$ cat src/rtl/uart_ch_arb.sv
// uart_ch_arb: round-robin scheduler sharing one UART formatter/TX path among NUM_CH sample producers
module uart_ch_arb #(
  parameter int NUM_CH      = 4,
  parameter int FRAME_CHARS = 3,
  parameter int TIMEOUT     = 20000
) (
  input  logic                        clk,
  input  logic                        n_rst,
  input  logic [NUM_CH-1:0]           req,
  input  logic [8*NUM_CH-1:0]         req_data,
  input  logic                        tx_stop,
  input  logic                        ovf_clr,
  output logic                        start,
  output logic [7:0]                  adc_data,
  output logic [$clog2(NUM_CH)-1:0]   ch_sel,
  output logic                        busy,
  output logic [NUM_CH-1:0]           ovf,
  output logic                        err
);
  localparam int CW  = $clog2(NUM_CH);
  localparam int CNW = $clog2(FRAME_CHARS) + 1;
  localparam int TW  = $clog2(TIMEOUT) + 1;
  typedef enum logic [1:0] {IDLE, START, WAIT} state_t;
  state_t            state_q, state_d;
  logic [NUM_CH-1:0] pend_q, pend_d, ovf_q, ovf_d;
  logic [7:0]        pend_data_q [NUM_CH];
  logic [7:0]        pend_data_d [NUM_CH];
  logic [CW-1:0]     ptr_q, ptr_d, ch_sel_q, ch_sel_d, win, ch_next;
  logic [CNW-1:0]    cnt_q, cnt_d;
  logic [TW-1:0]     tmo_q, tmo_d;
  logic [7:0]        adc_q, adc_d;
  logic              start_q, start_d, busy_q, busy_d, err_q, err_d;
  logic              found, grant;
  logic [CW:0]       idx;
  assign start    = start_q;
  assign adc_data = adc_q;
  assign ch_sel   = ch_sel_q;
  assign busy     = busy_q;
  assign ovf      = ovf_q;
  assign err      = err_q;
  assign ch_next  = (ch_sel_q == CW'(NUM_CH - 1)) ? '0 : ch_sel_q + CW'(1);
  // first pending channel at or after ptr, scanning downward so the closest one wins
  always_comb begin
    win   = ptr_q;
    found = 1'b0;
    idx   = '0;
    for (int k = NUM_CH - 1; k >= 0; k--) begin
      idx = {1'b0, ptr_q} + (CW+1)'(k);
      idx = (idx >= (CW+1)'(NUM_CH)) ? idx - (CW+1)'(NUM_CH) : idx;
      if (pend_q[idx[CW-1:0]]) begin
        win   = idx[CW-1:0];
        found = 1'b1;
      end
    end
  end
  // pending buffers, grant, frame character counting and stall timeout
  always_comb begin
    state_d     = state_q;
    pend_d      = pend_q;
    pend_data_d = pend_data_q;
    ovf_d       = ovf_clr ? '0 : ovf_q;
    ptr_d       = ptr_q;
    ch_sel_d    = ch_sel_q;
    adc_d       = adc_q;
    cnt_d       = cnt_q;
    tmo_d       = tmo_q;
    busy_d      = busy_q;
    err_d       = 1'b0;
    start_d     = (state_q == START);
    grant       = (state_q == IDLE) && found;
    if (grant) begin
      pend_d[win] = 1'b0;
      adc_d       = pend_data_q[win];
      ch_sel_d    = win;
      busy_d      = 1'b1;
      state_d     = START;
    end
    for (int i = 0; i < NUM_CH; i++) begin
      if (req[i]) begin
        if (pend_q[i] && !(grant && win == CW'(i))) ovf_d[i] = 1'b1;
        pend_d[i]      = 1'b1;
        pend_data_d[i] = req_data[8*i +: 8];
      end
    end
    case (state_q)
      START: begin
        cnt_d   = '0;
        tmo_d   = '0;
        state_d = WAIT;
      end
      WAIT: begin
        if (tx_stop) begin
          if (cnt_q == CNW'(FRAME_CHARS - 1)) begin
            busy_d  = 1'b0;
            ptr_d   = ch_next;
            state_d = IDLE;
          end else begin
            cnt_d = cnt_q + CNW'(1);
            tmo_d = '0;
          end
        end else if (tmo_q == TW'(TIMEOUT - 1)) begin
          err_d   = 1'b1;
          busy_d  = 1'b0;
          ptr_d   = ch_next;
          state_d = IDLE;
        end else begin
          tmo_d = tmo_q + TW'(1);
        end
      end
      default: ;
    endcase
  end
  // state register with asynchronous reset
  always_ff @(posedge clk or negedge n_rst) begin
    if (!n_rst) begin
      state_q     <= IDLE;
      pend_q      <= '0;
      pend_data_q <= '{default: '0};
      ovf_q       <= '0;
      ptr_q       <= '0;
      ch_sel_q    <= '0;
      adc_q       <= '0;
      cnt_q       <= '0;
      tmo_q       <= '0;
      busy_q      <= 1'b0;
      err_q       <= 1'b0;
      start_q     <= 1'b0;
    end else begin
      state_q     <= state_d;
      pend_q      <= pend_d;
      pend_data_q <= pend_data_d;
      ovf_q       <= ovf_d;
      ptr_q       <= ptr_d;
      ch_sel_q    <= ch_sel_d;
      adc_q       <= adc_d;
      cnt_q       <= cnt_d;
      tmo_q       <= tmo_d;
      busy_q      <= busy_d;
      err_q       <= err_d;
      start_q     <= start_d;
    end
  end
endmodule
$ cat config.mk
export PLATFORM = sky130hd
export DESIGN_NAME = uart_ch_arb
export DESIGN_NICKNAME = d
export VERILOG_FILES = /design/src/rtl/uart_ch_arb.sv
export SDC_FILE = /design/constraint.sdc
export NUM_CORES = 1
export LEC_CHECK = 0
export ABC_AREA = 1
export BUFFER_PORTS_ARGS = -buffer_cell sky130_fd_sc_hd__buf_2
export CAP_MARGIN = 20
export CORE_ASPECT_RATIO = 1.4
export CORE_MARGIN = 1.5
export CORE_UTILIZATION = 30
export DETAILED_ROUTE_END_ITERATION = 7
export HOLD_SLACK_MARGIN = 0.05
export PLACE_DENSITY = 0.49
export SLEW_MARGIN = 20
export SYNTH_ARGS = -nofsm -noshare
export SYNTH_HDL_FRONTEND = slang
export SYNTH_SLANG_ARGS = --single-unit
$ cat constraint.sdc
create_clock -name clk -period 2 [get_ports clk]
set_input_delay 0.2 -clock clk [delete_from_list [all_inputs] [get_ports clk]]
set_output_delay 0.2 -clock clk [all_outputs]
set_load 0.02 [all_outputs]
After elaboration in Yosys (flattened, before gate mapping)
Index checks and enable logic that the tools add are counted.

word-level totals
  register bits after elaboration = 76
  output and inout port bits = 17
  word-level logic and storage cells = 143

operators by class
  add/sub/neg operators = 10
  order comparisons = 11
  eq/ne operators = 13
  mux-type cells = 63
  bitwise gates (word level) = 3
  reduce and logical (&&, ||, !) cells = 25

operators by type and width
  operator                                                    number
  2-to-1 mux 16 bit                                           3
  2-to-1 mux 2 bit                                            16
  case mux 16 bit (2 select lines)                            1
  2-to-1 mux 1 bit                                            29
  adder 16 x 1 -> 16 bit, second input constant               1
  binary-select mux 8 bit (select 2 bit)                      1
  == test 16 x 15 -> 1 bit, second input constant             1
  2-to-1 mux 8 bit                                            2
  less-than comparator 2 x 3 -> 1 bit, second input constant  5
  >= comparator 3 bit, second input constant                  4
  nonzero test 2 bit                                          6
  logical AND 1 bit                                           10
  AND reduction 3 bit                                         3
  binary-select mux 1 bit (select 2 bit)                      4
  == test 2 bit, second input constant                        4
  2-to-1 mux 4 bit                                            2
  subtractor 2 x 1 -> 2 bit, second input constant            4
  adder 2 x 2 -> 3 bit, second input constant                 2
  2-to-1 mux 3 bit                                            2
  != test 3 bit, second input constant                        2
  case mux 3 bit (2 select lines)                             1
  bitwise AND 4 bit                                           1
  == test 2 x 1 -> 1 bit, second input constant               2
  zero test 1 bit                                             4
  13 further kinds                                            15

Logic depth before layout (Yosys ltp)
  depth after elaboration = 17
  depth in mapped cells = 17

Least setup slack after synthesis
No wires, ideal clock.

  path kind = register to register
  start point = reg tmo_q[0]
  end point = reg tmo_q[10]
  arrival time = 1.625 ns
  required time = 1.882 ns
  slack = 0.257 ns
  stages on the path, launching flop included = 14
  buffers on the path = 1
  clock period less this slack = 1.743 ns
  path through = dfrtp_1 ha_1 nand2_1 nor2_2 inv_2 nor2_1 nand3_1 nand2_1 nand2_2 nor2_4 nor2_4 buf_2 nand3_1 nand2_1

between the ends
  word-level cells in the longest chain between the ends = 4

RTL lines
  item                              RTL line  text
  start, declared                   30        logic [TW-1:0] tmo_q, tmo_d;
  start signal, assigned            137       tmo_q <= tmo_d;
  adder 16 x 1 -> 16 bit            107       tmo_d = tmo_q + TW'(1);
  2-to-1 mux 16 bit                 101       end else if (tmo_q == TW'(TIMEOUT - 1)) begin
  2-to-1 mux 16 bit                 92        if (tx_stop) begin
  case mux 16 bit (2 select lines)  85        case (state_q)

Parallel ways exist; a longest one is shown, timed or not. The select of a mux whose other input is x is not followed.
A chain may end at the register's enable or synchronous reset.

Worst setup path after layout
  start point = reg ptr_q[0]
  end point = reg adc_q[6], in the netlist adc_data[6]

between the ends
  word-level cells in the longest chain between the ends = 13

RTL lines
  item                                                                     RTL line  text
  start, declared                                                          28        logic [CW-1:0] ptr_q, ptr_d, ch_sel_q, ch_sel_d, win, ch_next;
  start signal, assigned                                                   133       ptr_q <= ptr_d;
  adder 2 x 2 -> 3 bit                                                     48        idx = {1'b0, ptr_q} + (CW+1)'(k);
  >= comparator 3 bit / subtractor 2 x 1 -> 2 bit (equally long branches)  49        idx = (idx >= (CW+1)'(NUM_CH)) ? idx - (CW+1)'(NUM_CH) : idx;
  2-to-1 mux 2 bit                                                         49
  binary-select mux 1 bit (select 2 bit)                                   50        if (pend_q[idx[CW-1:0]]) begin
  2-to-1 mux 1 bit (not written as such)                                   50
  2-to-1 mux 2 bit (4 in series)                                           50
  inverter 2 -> 3 bit (not written as such)                                73        adc_d = pend_data_q[win];
  binary-select mux 8 bit (select 2 bit)                                   73
  2-to-1 mux 8 bit (not written as such) (2 in series)                     73
  end signal, assigned                                                     122       adc_q <= '0;
  end signal, assigned                                                     135       adc_q <= adc_d;
  end, declared                                                            31        logic [7:0] adc_q, adc_d;

Parallel ways exist; a longest one is shown, timed or not. The select of a mux whose other input is x is not followed.

==> impl_results.md <==
- DR vias/cell: 4.55
- Maxcap violations: 0
- Fin nets: 668
- Post-Route Setup TNS: 0 ns
- Setup slack, reg-to-reg: 0.03 ns
- First-pass GRT wire length: 17.8 mm
- DR WL/cell: 13.8 µm
- CTS sink count: 76
- Final hold violation count: 0
- Mapped Nets: 580
- CP Data Required Time: 2.22 ns
- Status: finished, final reports clean
- CTS tree: done
- Initial DRC count: 169
- RSZ-0062 raised after global routing: yes
- Clk pin slew, worst setup/hold paths: 0.06 ns
- Routed via count: 3677
- H-tree depth: 3
- Sequential fraction of the synthesis area: 47.1%
- Antenna-violating nets left: 0
- Final worst setup slack: 0.0331 ns
- Slew Viols, Final: 0
- Placed Cells: 773
- # setup viols final: 0
- Pwr Density: 1600 mW/mm²
- Post-synth top area share: 47.1%
- Post-Layout Cell Count: 808
- Worst-Skew Late Latency: 0.33 ns
- Tmin final: 1.97 ns
- Pre-CTS setup slack: -0.0915 ns
- Largest net degree at the start of global routing: 46
- DR DRC count: 0
- Core ar.: 0.0133 mm²
- Synth Cell Area: 0.00404 mm²
- Crit path capture: adc_data[6]
- Share of post-route cells with drive strength above 1: 26.4%
- Fillers: 1396
- Max Fclk: 508 MHz
- Syn Area/Cell: 7.58 µm²
- I/O pin count: 57
- DRT Pass-1 Iters: 4
- R2r startpoint: ptr_q[0]
- CTS Buf Count: 9
- Placer Congestion: 0.925
- Fin crit share: 98.3%
- Die width: 101 µm
- Gr usage total: 15.9%
- Leakage Power: 2.66 nW
- Die area: 0.0142 mm²
- Starting Density: 30.5%
- Worst Hold Class: input pin to flop
- Top-count cell post-synth: nand2_1
- Final HPWL DP: 7.99 mm
- Antenna cell count: 0
- Crit path DAT: 2.19 ns
- Number of global-route vias before repair: 3627
- Slew margin rel.: 59.3%
- Final Total Pwr: 0.00851 W
- VDD IR max: 0.570 mV
- Synth top cells by count: 247 x nand2_1, 76 x dfrtp_1, 53 x nand3_1
- Hold Slack: 0.0633 ns
- Area grow syn2layout: 31.9%
- FFs w/ async S/R, synth: 100%
- Yosys synthesis warning count: 0
- Measured slew at the worst slew-check pin: 0.611 ns
- Post-Syn Instances: 533
- Reg2Reg Depth: 17
- Final WL: 11.2 mm
- Worst Skew: 0.00607 ns
- Congestion Overflow GR: 0
- IO buf count: 56
- Number of synthesized flops with an enable pin: 0
- FF-to-FF End: adc_data[6]
- CTS root buf: clkbuf_16
- Top post-synthesis cells by area: dfrtp_1 47%, nand2_1 23%, nand3_1 6.6%
- Flops & latches, synth: 76
- Initial antenna violation count: 0
- Clk buf depth: 2
- Cell accounting for the most synthesized area: dfrtp_1
- Synth Flop Type: dfrtp_1
- Rows: 50
- Synth unique cells: 34
- CP max FO: 5
- Setup CP Type: flop to flop
- Crit end category: flop
- CP Launch Point: ptr_q[0]
- CP startpoint kind: flop
- Die Span Y: 140 µm
critical path, cell delays in order, from the launching register on:
cell and delay [ns]:
dfrtp_2 0.43, buf_6 0.12, clkbuf_16 0.14, nand2_2 0.06
nand2_1 0.05, nand2_1 0.07, nand2_2 0.07, nand2_2 0.08
nand2_4 0.11, nand2_8 0.15, nand2_8 0.08, buf_8 0.13
nand3_1 0.06, nand2_1 0.06, nand2_2 0.10, nand2_2 0.05
nand2_1 0.05, nand2_1 0.04
layout make-up:
type	count	area, µm²	area share (%)
Clock buffer	11	243	4.56
Multi-Input combinational cell	408	2070	38.9
Sequential cell	76	1900	35.7
Tap cell	182	228	4.27
Inverter	36	155	2.91
Timing Repair Buffer	90	663	12.4
Clock inverter	5	60.1	1.13
worst min path at each step:
stage | from | depth (start not counted) | endpoint
4_1_cts | req_data[23] | 3 | pend_data_q[15]
5_1_grt | req_data[22] | 3 | pend_data_q[14]
6_report | req_data[22] | 3 | pend_data_q[14]
3_5_place_dp | n_rst | 1 | tmo_q[5]
3_3_place_gp | n_rst | 1 | err
2_1_floorplan | n_rst | 0 | adc_data[0]
cell families (layout without fill, tap and decap cells):
family,count (synthesis),after routing,share of synthesized area (%)
fa+ha+maj,7,7,2.17
flops,76,76,47.1
compound gates,32,32,4.24
simple gates,357,360,37.7
buf+inv,52,142,6.82
xor+xnor,9,9,1.95
layer usage:
metal | routed length [µm] | global-route usage [%] | vias to the layer above
met4 | 150 | 6.21 | 0
met2 | 6160 | 28.7 | 67
met1 | 4610 | 18.8 | 1720
met5 | 0 | 0 | -
li1 | - | - | 1882
met3 | 240 | 2.30 | 8
cell usage in the layout (no fill, tap or decap), types with 2 or more instances in the layout:
master	instances
o21ai_1	10
inv_1	21
dfrtp_1	74
clkbuf_16	11
dfrtp_2	2
clkinv_1	6
o21ai_0	16
and3_1	2
clkinvlp_4	2
nand4_1	6
inv_2	5
buf_8	3
o21a_1	2
buf_6	4
nor2_2	2
nor2_1	12
a21oi_1	2
xor2_1	8
clkinv_2	2
nand2_2	23
nand3_2	12
nor2_4	2
nand2_4	3
nand3_1	42
nor4_1	2
ha_1	7
nand2_1	229
buf_4	21
nand2_8	4
buf_12	4
nand3_4	3
nor3_1	16
buf_2	55
sequential cells by signal, summed over array words and instances (netlist names):
register / flops
pend_data_q: 32
tmo_q: 16
adc_data: 8
ovf: 4
pend_q: 4
cnt_q: 3
ch_sel: 2
ptr_q: 2
state_q: 2
busy: 1
err: 1
start: 1
stage by stage:
step,utilization [%],cell area [µm²]
2_1_floorplan,-,4040
3_3_place_gp,34.5,4580
3_5_place_dp,34.5,4580
4_1_cts,37.0,4910
5_1_grt,40.2,5330
6_report,40.2,5330
power breakdown:
part	internal, W	switching, W	total, W
clock network	0.00101	0.000659	0.00167
registers	0.00183	0.000222	0.00206
logic	0.00190	0.00288	0.00478
total	0.00474	0.00376	0.00851
repair_timing:
action	CTS	global route
pin swaps	0	29
cloned	0	5
endpoints found under the hold margin	43	0
hold buffers	1	0
setup endpoints to repair	10	32
buffers inserted	0	13
gates resized for setup	5	58
Power figures use the tool's default switching activity.
